[src/rtl/leg_mem_pkg.sv]
// Shared types and constants for the data-memory initiator: access sizes,
// FSM states, lane masks and size/alignment helpers.
package leg_mem_pkg;

   typedef enum logic [1:0] {
      SZ_BYTE = 2'b00,
      SZ_HALF = 2'b01,
      SZ_WORD = 2'b10,
      SZ_RSVD = 2'b11
   } mem_size_e;

   typedef enum logic [2:0] {
      ST_IDLE   = 3'd0,
      ST_READ   = 3'd1,
      ST_RMW_RD = 3'd2,
      ST_RMW_WR = 3'd3,
      ST_WRITE  = 3'd4,
      ST_RESP   = 3'd5
   } dmem_init_state_e;

   localparam logic [31:0] LANE_MASK_BYTE = 32'h0000_00FF;
   localparam logic [31:0] LANE_MASK_HALF = 32'h0000_FFFF;
   localparam logic [31:0] LANE_MASK_WORD = 32'hFFFF_FFFF;

   function automatic logic is_subword(input mem_size_e size);
      return (size == SZ_BYTE) || (size == SZ_HALF);
   endfunction

   // Reserved size behaves as a word, so it shares the word alignment rule.
   function automatic logic is_misaligned(input mem_size_e size, input logic [1:0] lo);
      logic mis;
      case (size)
         SZ_BYTE: mis = 1'b0;
         SZ_HALF: mis = lo[0];
         SZ_WORD: mis = (lo != 2'b00);
         SZ_RSVD: mis = (lo != 2'b00);
         default: mis = 1'b0;
      endcase
      return mis;
   endfunction

endpackage

[src/rtl/dmem_lane_align.sv]
// Combinational lane handling: extracts and extends load data from a memory
// word, and merges sub-word store data into a word for read-modify-write.
module dmem_lane_align
   import leg_mem_pkg::*;
(
   input  logic [31:0] word,
   input  logic [1:0]  addr_lo,
   input  mem_size_e   size,
   input  logic        sign_ext,
   input  logic [31:0] wdata,
   output logic [31:0] load_data,
   output logic [31:0] merge_data
);

   logic [4:0]  shift_s;
   logic [31:0] mask_s;
   logic [31:0] lane_s;

   // Select the lane shift/mask, then extend for loads and splice for stores.
   always_comb begin
      shift_s   = 5'd0;
      mask_s    = LANE_MASK_WORD;
      lane_s    = word;
      load_data = word;
      case (size)
         SZ_BYTE: begin
            shift_s   = {addr_lo, 3'b000};
            mask_s    = LANE_MASK_BYTE;
            lane_s    = word >> shift_s;
            load_data = {{24{sign_ext & lane_s[7]}}, lane_s[7:0]};
         end
         SZ_HALF: begin
            shift_s   = {addr_lo[1], 4'b0000};
            mask_s    = LANE_MASK_HALF;
            lane_s    = word >> shift_s;
            load_data = {{16{sign_ext & lane_s[15]}}, lane_s[15:0]};
         end
         default: begin
            shift_s   = 5'd0;
            mask_s    = LANE_MASK_WORD;
            lane_s    = word;
            load_data = word;
         end
      endcase
      merge_data = (word & ~(mask_s << shift_s)) | ((wdata & mask_s) << shift_s);
   end

endmodule

[src/rtl/dmem_initiator.sv]
// Data-memory initiator: pipeline load/store requests to a word-wide dmem port
// with RMW sub-word stores and a wait timeout. Optional DMEM_ALIGN_CHECK_EN.
module dmem_initiator
   import leg_mem_pkg::*;
#(
   parameter int TIMEOUT = 16,
   parameter int CNT_W   = 5
)(
   input  logic        clk,
   input  logic        reset_n,
   input  logic        req_valid,
   output logic        req_ready,
   input  logic        req_write,
   input  logic [1:0]  req_size,
   input  logic        req_signed,
   input  logic [31:0] req_addr,
   input  logic [31:0] req_wdata,
   output logic        resp_valid,
   output logic [31:0] resp_rdata,
   output logic        resp_err,
   output logic        mem_re,
   output logic        mem_we,
   output logic [31:0] mem_a,
   output logic [31:0] mem_wd,
   input  logic [31:0] mem_rd,
   input  logic        mem_valid
);

   localparam logic [CNT_W-1:0] TO_LAST = CNT_W'(TIMEOUT - 1);

   dmem_init_state_e state_r;
   mem_size_e        size_r;
   logic [1:0]       addr_lo_r;
   logic             signed_r;
   logic [31:0]      wdata_r;
   logic [CNT_W-1:0] cnt_r;
   logic             misalign_s;
   logic [31:0]      load_s;
   logic [31:0]      merge_s;

   // Alignment policy for the incoming request.
   always_comb begin
`ifdef DMEM_ALIGN_CHECK_EN
      misalign_s = is_misaligned(mem_size_e'(req_size), req_addr[1:0]);
`else
      misalign_s = 1'b0;
`endif
   end

   dmem_lane_align u_align (
      .word       (mem_rd),
      .addr_lo    (addr_lo_r),
      .size       (size_r),
      .sign_ext   (signed_r),
      .wdata      (wdata_r),
      .load_data  (load_s),
      .merge_data (merge_s)
   );

   // Access FSM with wait timeout; all port outputs are registered here.
   always_ff @(posedge clk or negedge reset_n) begin
      if (!reset_n) begin
         state_r    <= ST_IDLE;
         size_r     <= SZ_BYTE;
         addr_lo_r  <= 2'b00;
         signed_r   <= 1'b0;
         wdata_r    <= 32'h0;
         cnt_r      <= '0;
         req_ready  <= 1'b1;
         resp_valid <= 1'b0;
         resp_rdata <= 32'h0;
         resp_err   <= 1'b0;
         mem_re     <= 1'b0;
         mem_we     <= 1'b0;
         mem_a      <= 32'h0;
         mem_wd     <= 32'h0;
      end else begin
         case (state_r)
            ST_IDLE: begin
               if (req_valid) begin
                  size_r    <= mem_size_e'(req_size);
                  addr_lo_r <= req_addr[1:0];
                  signed_r  <= req_signed;
                  wdata_r   <= req_wdata;
                  cnt_r     <= '0;
                  req_ready <= 1'b0;
                  mem_a     <= {req_addr[31:2], 2'b00};
                  if (misalign_s) begin
                     resp_valid <= 1'b1;
                     resp_err   <= 1'b1;
                     resp_rdata <= 32'h0;
                     state_r    <= ST_RESP;
                  end else if (!req_write) begin
                     mem_re  <= 1'b1;
                     state_r <= ST_READ;
                  end else if (is_subword(mem_size_e'(req_size))) begin
                     mem_re  <= 1'b1;
                     state_r <= ST_RMW_RD;
                  end else begin
                     mem_we  <= 1'b1;
                     mem_wd  <= req_wdata;
                     state_r <= ST_WRITE;
                  end
               end
            end
            ST_READ, ST_RMW_RD: begin
               if (mem_valid) begin
                  mem_re <= 1'b0;
                  if (state_r == ST_READ) begin
                     resp_valid <= 1'b1;
                     resp_err   <= 1'b0;
                     resp_rdata <= load_s;
                     state_r    <= ST_RESP;
                  end else begin
                     mem_we  <= 1'b1;
                     mem_wd  <= merge_s;
                     cnt_r   <= '0;
                     state_r <= ST_RMW_WR;
                  end
               end else if (cnt_r == TO_LAST) begin
                  mem_re     <= 1'b0;
                  resp_valid <= 1'b1;
                  resp_err   <= 1'b1;
                  resp_rdata <= 32'h0;
                  state_r    <= ST_RESP;
               end else begin
                  cnt_r <= cnt_r + 1'b1;
               end
            end
            ST_RMW_WR, ST_WRITE: begin
               if (mem_valid || (cnt_r == TO_LAST)) begin
                  mem_we     <= 1'b0;
                  resp_valid <= 1'b1;
                  resp_err   <= !mem_valid;
                  resp_rdata <= 32'h0;
                  state_r    <= ST_RESP;
               end else begin
                  cnt_r <= cnt_r + 1'b1;
               end
            end
            ST_RESP: begin
               resp_valid <= 1'b0;
               resp_err   <= 1'b0;
               resp_rdata <= 32'h0;
               req_ready  <= 1'b1;
               state_r    <= ST_IDLE;
            end
            default: begin
               mem_re     <= 1'b0;
               mem_we     <= 1'b0;
               resp_valid <= 1'b0;
               resp_err   <= 1'b0;
               req_ready  <= 1'b1;
               state_r    <= ST_IDLE;
            end
         endcase
      end
   end

endmodule

[config.mk]
export PLATFORM = sky130hd
export DESIGN_NAME = dmem_initiator
export DESIGN_NICKNAME = d
export VERILOG_FILES = /design/src/rtl/leg_mem_pkg.sv /design/src/rtl/dmem_lane_align.sv /design/src/rtl/dmem_initiator.sv
export SDC_FILE = /design/constraint.sdc
export NUM_CORES = 1
export LEC_CHECK = 0
export ABC_AREA = 1
export BUFFER_PORTS_ARGS = -buffer_cell sky130_fd_sc_hd__buf_2
export CORE_ASPECT_RATIO = 1.25
export CORE_MARGIN = 4
export CORE_UTILIZATION = 53
export CTS_CLUSTER_SIZE = 14
export DETAILED_ROUTE_END_ITERATION = 12
export PLACE_DENSITY = 0.81
export SYNTH_ARGS = -nofsm -noshare
export SYNTH_HDL_FRONTEND = slang
export SYNTH_SLANG_ARGS = --single-unit
[constraint.sdc]
create_clock -name clk -period 3.1 [get_ports clk]
set_clock_uncertainty 0.05 [all_clocks]
set_input_delay 0.31 -clock clk [delete_from_list [all_inputs] [get_ports clk]]
set_output_delay 0.31 -clock clk [all_outputs]
set_load 0.01 [all_outputs]
## Word level (Yosys, flattened, before mapping)

Cells that the tools add are included.

- Register bits after elaboration: 144
- Output and inout port bits: 101
- Bits of input ports: 104
- Logic and storage cells: 123

- $add $sub $neg: 1
- Bitwise logic cells: 10
- Eq/ne operators: 20
- Muxes and demuxes: 52
- Reduce and logical (&&, ||, !) cells: 22
- Shift operators: 4

Operators with widths:

| kind | count |
|---|---|
| 2-to-1 mux 32 bit | 9 |
| case mux 32 bit (2 select lines) | 3 |
| case mux 32 bit (3 select lines) | 1 |
| AND 32 bit | 2 |
| << shifter 32 x 5 -> 32 bit | 2 |
| inverter 32 bit | 1 |
| bitwise OR 32 bit | 1 |
| right shift 32 x 5 -> 16 bit | 1 |
| right shift 32 x 5 -> 8 bit | 1 |
| 2-to-1 mux 5 bit | 5 |
| 2-to-1 mux 3 bit | 7 |
| 2-to-1 mux 1 bit | 19 |
| inequality test 3 bit, second input constant | 5 |
| case mux 5 bit (3 select lines) | 1 |
| inequality test 2 bit, second input constant | 7 |
| AND reduction 4 bit | 3 |
| case mux 5 bit (2 select lines) | 1 |
| case mux 1 bit (3 select lines) | 3 |
| case mux 3 bit (3 select lines) | 1 |
| AND reduction 7 bit | 1 |
| == test 3 x 2 -> 1 bit, second input constant | 2 |
| == test 3 bit, second input constant | 2 |
| AND reduction 6 bit | 1 |
| nonzero test 3 bit | 2 |
| other kinds (19) | 28 |

## Longest topological paths before layout

- Word-level depth: 9
- Gate-level depth with buffers: 10

## Modules after synthesis

A second synthesis with hierarchy kept.

- Cells, all modules: 1116
- Area total of the unflattened synthesis: 8202.9 um2

By module, submodules not included:

| module | sequential area each (um2) | cells each | times used | area each (um2) |
|---|---|---|---|---|
| dmem_initiator | 3604.7 | 827 | 1 | 6646.4 |
| dmem_lane_align | 0.0 | 289 | 1 | 1556.5 |

## Worst setup path after synthesis

Ideal clock, no wire load.

- Path type: reg2reg
- From: reg cnt_r[0]
- To: reg resp_rdata[0]
- Buffers on the path: 1
- Data required time: 2.985 ns
- Slack: 1.319 ns
- Library setup time: 0.065 ns
- Clock period less this slack: 1.781 ns
- Cell stages (with the launch flop): 11
- Data arrival time: 1.666 ns
- Cells stage by stage: dfrtp_1 ha_1 nand2_1 nor2_1 ha_1 nor2_1 nand3_2 nand2_1 buf_2 o21ai_0 nand2_1

- Cells in the longest elaborated chain, start to end: 4
- Elaborated cells on any way between the ends: 5

Ends and longest elaborated chain:

| what | line | RTL |
|---|---|---|
| start, declared | dmem_initiator.sv:36 | `logic [CNT_W-1:0] cnt_r;` |
| start signal, assigned | dmem_initiator.sv:127 | `cnt_r <= cnt_r + 1'b1;` |
| start signal, assigned | dmem_initiator.sv:138 | `cnt_r <= cnt_r + 1'b1;` |
| == test 5 x 4 -> 1 bit (*) | dmem_initiator.sv:120, dmem_initiator.sv:131 |  |
| logical OR 1 bit | dmem_initiator.sv:131 | `if (mem_valid \|\| (cnt_r == TO_LAST)) begin` |
| inequality test 2 bit (no line) | - |  |
| AND reduction 4 bit (no line) (*) | - |  |
| end signal, assigned | dmem_initiator.sv:112 | `resp_rdata <= load_s;` |
| end, declared | dmem_initiator.sv:19 | `output logic [31:0] resp_rdata,` |

Mark *: on every way between the ends. The rest lies on a longest branch, timed or not.
A chain may end at the register's enable or synchronous reset.

## Worst setup path in the final report

- From: reg cnt_r[0]
- To: reg resp_rdata[22]

Same word-level chain as after synthesis.

==> out/qor.tcl <==
set qor(row_count) 48
set qor(cts-buffers-inserted) 17
set qor(synth_sequential_area_ratio) 0.4794
set qor(syn_area_um2) 7518
set qor(rsz0062_at_grt) {no}
set qor(ir_worst_vdd_uv) 579.0
set qor(cts_resized) 0
set qor(synthArstFlopShare) 1.000
set qor(report.power.total_mw) 10.32
set qor(place_ws_ns) 0.9670
set qor(synth-main-ff-cell) {sky130_fd_sc_hd__dfrtp_1}
set qor(i_o_pins) 205
set qor(areaGrowthSynthToFinish_pct) 22.50
set qor(port-buffer-count) 202
set qor(drtAntennaViolNets) 0
set qor(synthesis.area_per_instance_um2) 7.181
set qor(ys_warn_count) 0
set qor(cts_setup_buffers) 0
set qor(worst_ep_required_time_ns) 3.40
set qor(worst_setup_path_start_kind) {flop}
set qor(synthDominantAreaCellType) {sky130_fd_sc_hd__dfrtp_1}
set qor(crit_fanout) 35
set qor(timing_max_transition_violations_final) 0
set qor(area_fraction_in_compound_gates_after_synthesis) 0.07805
set qor(netlist_top_cells_area) {sky130_fd_sc_hd__dfrtp_1 48%, sky130_fd_sc_hd__nand2_1 25%, sky130_fd_sc_hd__nand3_1 6.0%}
set qor(post_synth_fa_ha_maj_area_fraction) 0.003328
set qor(fin_setup_tns_ns) 0
set qor(placeableCoreArea_um2) 13870
set qor(dr_total_vias) 7424
set qor(yosys-top-cells-count) {491 x sky130_fd_sc_hd__nand2_1, 143 x sky130_fd_sc_hd__dfrtp_1, 90 x sky130_fd_sc_hd__nand3_1}
set qor(nFillCells) 1258
set qor(synth-simple-area-share) 0.3576
set qor(synthDistinctLibCells) 31
set qor(grt_overflow) 0
set qor(insertion_delay_ns) 0.42
set qor(synth-xor-area-share) 0.002330
set qor(clkTransAtPathRegs_ns) 0.06
set qor(detailedRoute.firstIterationViolations) 653
set qor(place_area_um2) 8594
set qor(drc) 0
set qor(detailed_place_hpwl_um) 16550
set qor(worst-slew-pin-transition_ns) 0.7764
set qor(vias_in_the_first_global_route) 7156
set qor(dominant_combinational_cell_family_by_area_after_synthesis) {simple AND/OR/NAND/NOR gates}
set qor(status) {finished, final reports clean}
set qor(worst_hold_path_type) {in2reg}
set qor(period_share) 0.7201
set qor(cap_violations) 0
set qor(layout_min_cycle_time_ns) 2.232
set qor(fmax_mhz) 448.0
set qor(dr.pass1.iters) 5
set qor(floorplan.initialDensity) 0.5419
set qor(setup_viol_count_final) 0
set qor(synth_most_common_cell) {sky130_fd_sc_hd__nand2_1}
set qor(pin_count_of_the_biggest_net_entering_global_routing) 84
set qor(worstSetupEndpointType) {flop}
set qor(finalWirelength_um) 22540
set qor(utilization_after_layout) 0.6639
set qor(final_weighted_congestion_of_routability_driven_global_placement) 0.9251
set qor(worst_slew_slack_as_a_fraction_of_its_limit) 0.4824
set qor(antenna_violations_before_repair) 2
set qor(total_number_of_clock_tree_sinks) 144
set qor(count_of_flip_flops_with_a_built_in_enable_after_synthesis) 0
set qor(ys_seq_elements) 144
set qor(nNetsFinal) 1341
set qor(clock-root-buffer) {sky130_fd_sc_hd__clkbuf_16}
set qor(globalRouteTotalUtil) 0.2849
set qor(cts_tree) {done}
set qor(cellPowerDensity_nw_per_um2) 1121
set qor(syn-instance-count) 1047
set qor(post_layout_worst_setup_margin_ns) 0.8677
set qor(finalHoldViolations) 0
set qor(layout.cell_area.non_filler_um2) 9210
set qor(worst-endpoint-arrival_ns) 2.53
set qor(leakagePower_nw) 5.361
set qor(design.die.area_um2) 16170
set qor(path_class) {reg2reg}
set qor(wl_per_cell_um) 15.84
set qor(antennaDiodeCount) 0
set qor(grt_pass1_wl_um) 36290
set qor(yosysTopAreaCellShare) 0.4760
set qor(drt-vias-per-instance) 5.217
set qor(die_width_um) 114.5
set qor(max-clock-path-buffers) 2
set qor(final_layout_size_suffix_gt1_frac) 0.2196
set qor(cts_max_level) 4
set qor(floorplan.die.height_um) 141.2
set qor(post_synth_mux_area_share) 0
what timing repair did:
| item | CTS | global route |
|---|---|---|
| hold buffers | 1 | 0 |
| endpoints found under the setup margin | 0 | 0 |
| hold endpoints to repair | 80 | 0 |
report_power, final:
group          total, mW  switching (mW)  internal (mW)
clock network       2.10           0.816           1.29
logic               4.95            3.33           1.62
registers           3.26           0.545           2.72
state kept, by name, summed over array words and instances, names as in the netlist, 2 cells and up:
register    cells
wdata_r        32
mem_a          30
size_r          2
resp_rdata     32
cnt_r           5
addr_lo_r       2
mem_wd         32
state_r         3
worst max-delay path: stages, from the launching register on:
cell,delay [ns]
sky130_fd_sc_hd__dfrtp_1,0.41
sky130_fd_sc_hd__ha_1,0.23
sky130_fd_sc_hd__nand2_1,0.07
sky130_fd_sc_hd__nor2_1,0.04
sky130_fd_sc_hd__ha_1,0.17
sky130_fd_sc_hd__nor2_1,0.26
sky130_fd_sc_hd__nand2_1,0.14
sky130_fd_sc_hd__nand2_2,0.46
sky130_fd_sc_hd__o21ai_0,0.22
sky130_fd_sc_hd__nand2_1,0.11
layer usage:
layer / vias up / share of wire / GRT usage
met4: 4 / 0.037 / 0.1220
met2: 381 / 0.47 / 0.4591
met1: 3331 / 0.40 / 0.3645
li1: 3655 / - / -
met5: - / 0.00089 / 0
met3: 53 / 0.096 / 0.06956
logic make-up after synthesis:
group	Yosys count
simple gates	654
flops	144
buf+inv	131
compound gates	113
xor+xnor	2
fa+ha+maj	2
other cells	1
cells in the final DEF, fill, tap and decap left out, drive strengths merged, types with 3 or more instances in the layout:
| master | n |
|---|---|
| clkinv | 8 |
| clkbuf | 19 |
| buf | 218 |
| dfrtp | 143 |
| nand3 | 92 |
| nand3b | 8 |
| clkinvlp | 3 |
| o211ai | 7 |
| a21oi | 12 |
| nor2 | 51 |
| nand2 | 498 |
| inv | 79 |
| nand4 | 4 |
| o21ai | 94 |
| bufinv | 3 |
area by class of cell:
class                           instances  area (µm²)  share of cell area
Clock buffer                           19       442.9             0.04809
Clock inverter                         13       162.7             0.01766
Inverter                               80       300.3             0.03260
Multi-Input combinational cell        773        3333              0.3619
Sequential cell                       144        3605              0.3914
Tap cell                              175       219.0             0.02377
Timing Repair Buffer                  219        1147              0.1246
path summary, 6_finish.rpt:
| path | startpoint | endpoint | slack, ns | cells past startpoint |
|---|---|---|---|---|
| min | req_addr[25] | mem_a[25] | 0.04 | 3 |
| min reg2reg | mem_a[27] | mem_a[27] | 0.41 | 2 |
| min in group asynchronous | reset_n | mem_wd[13] | 0.47 | 2 |
| max | cnt_r[0] | resp_rdata[22] | 0.87 | 9 |
| max in group asynchronous | reset_n | resp_rdata[21] | 1.63 | 3 |
| max reg2reg | cnt_r[0] | resp_rdata[22] | 0.87 | 9 |
per-stage QoR:
step	std cells	hold WS [ns]
2_1_floorplan	1048	-0.03559
3_3_place_gp	1390	0.3619
3_5_place_dp	1390	0.3731
4_1_cts	1423	0.02183
5_1_grt	1423	0.03565
6_report	1423	0.03564
Note: power is estimated with default switching activity, not from simulation.
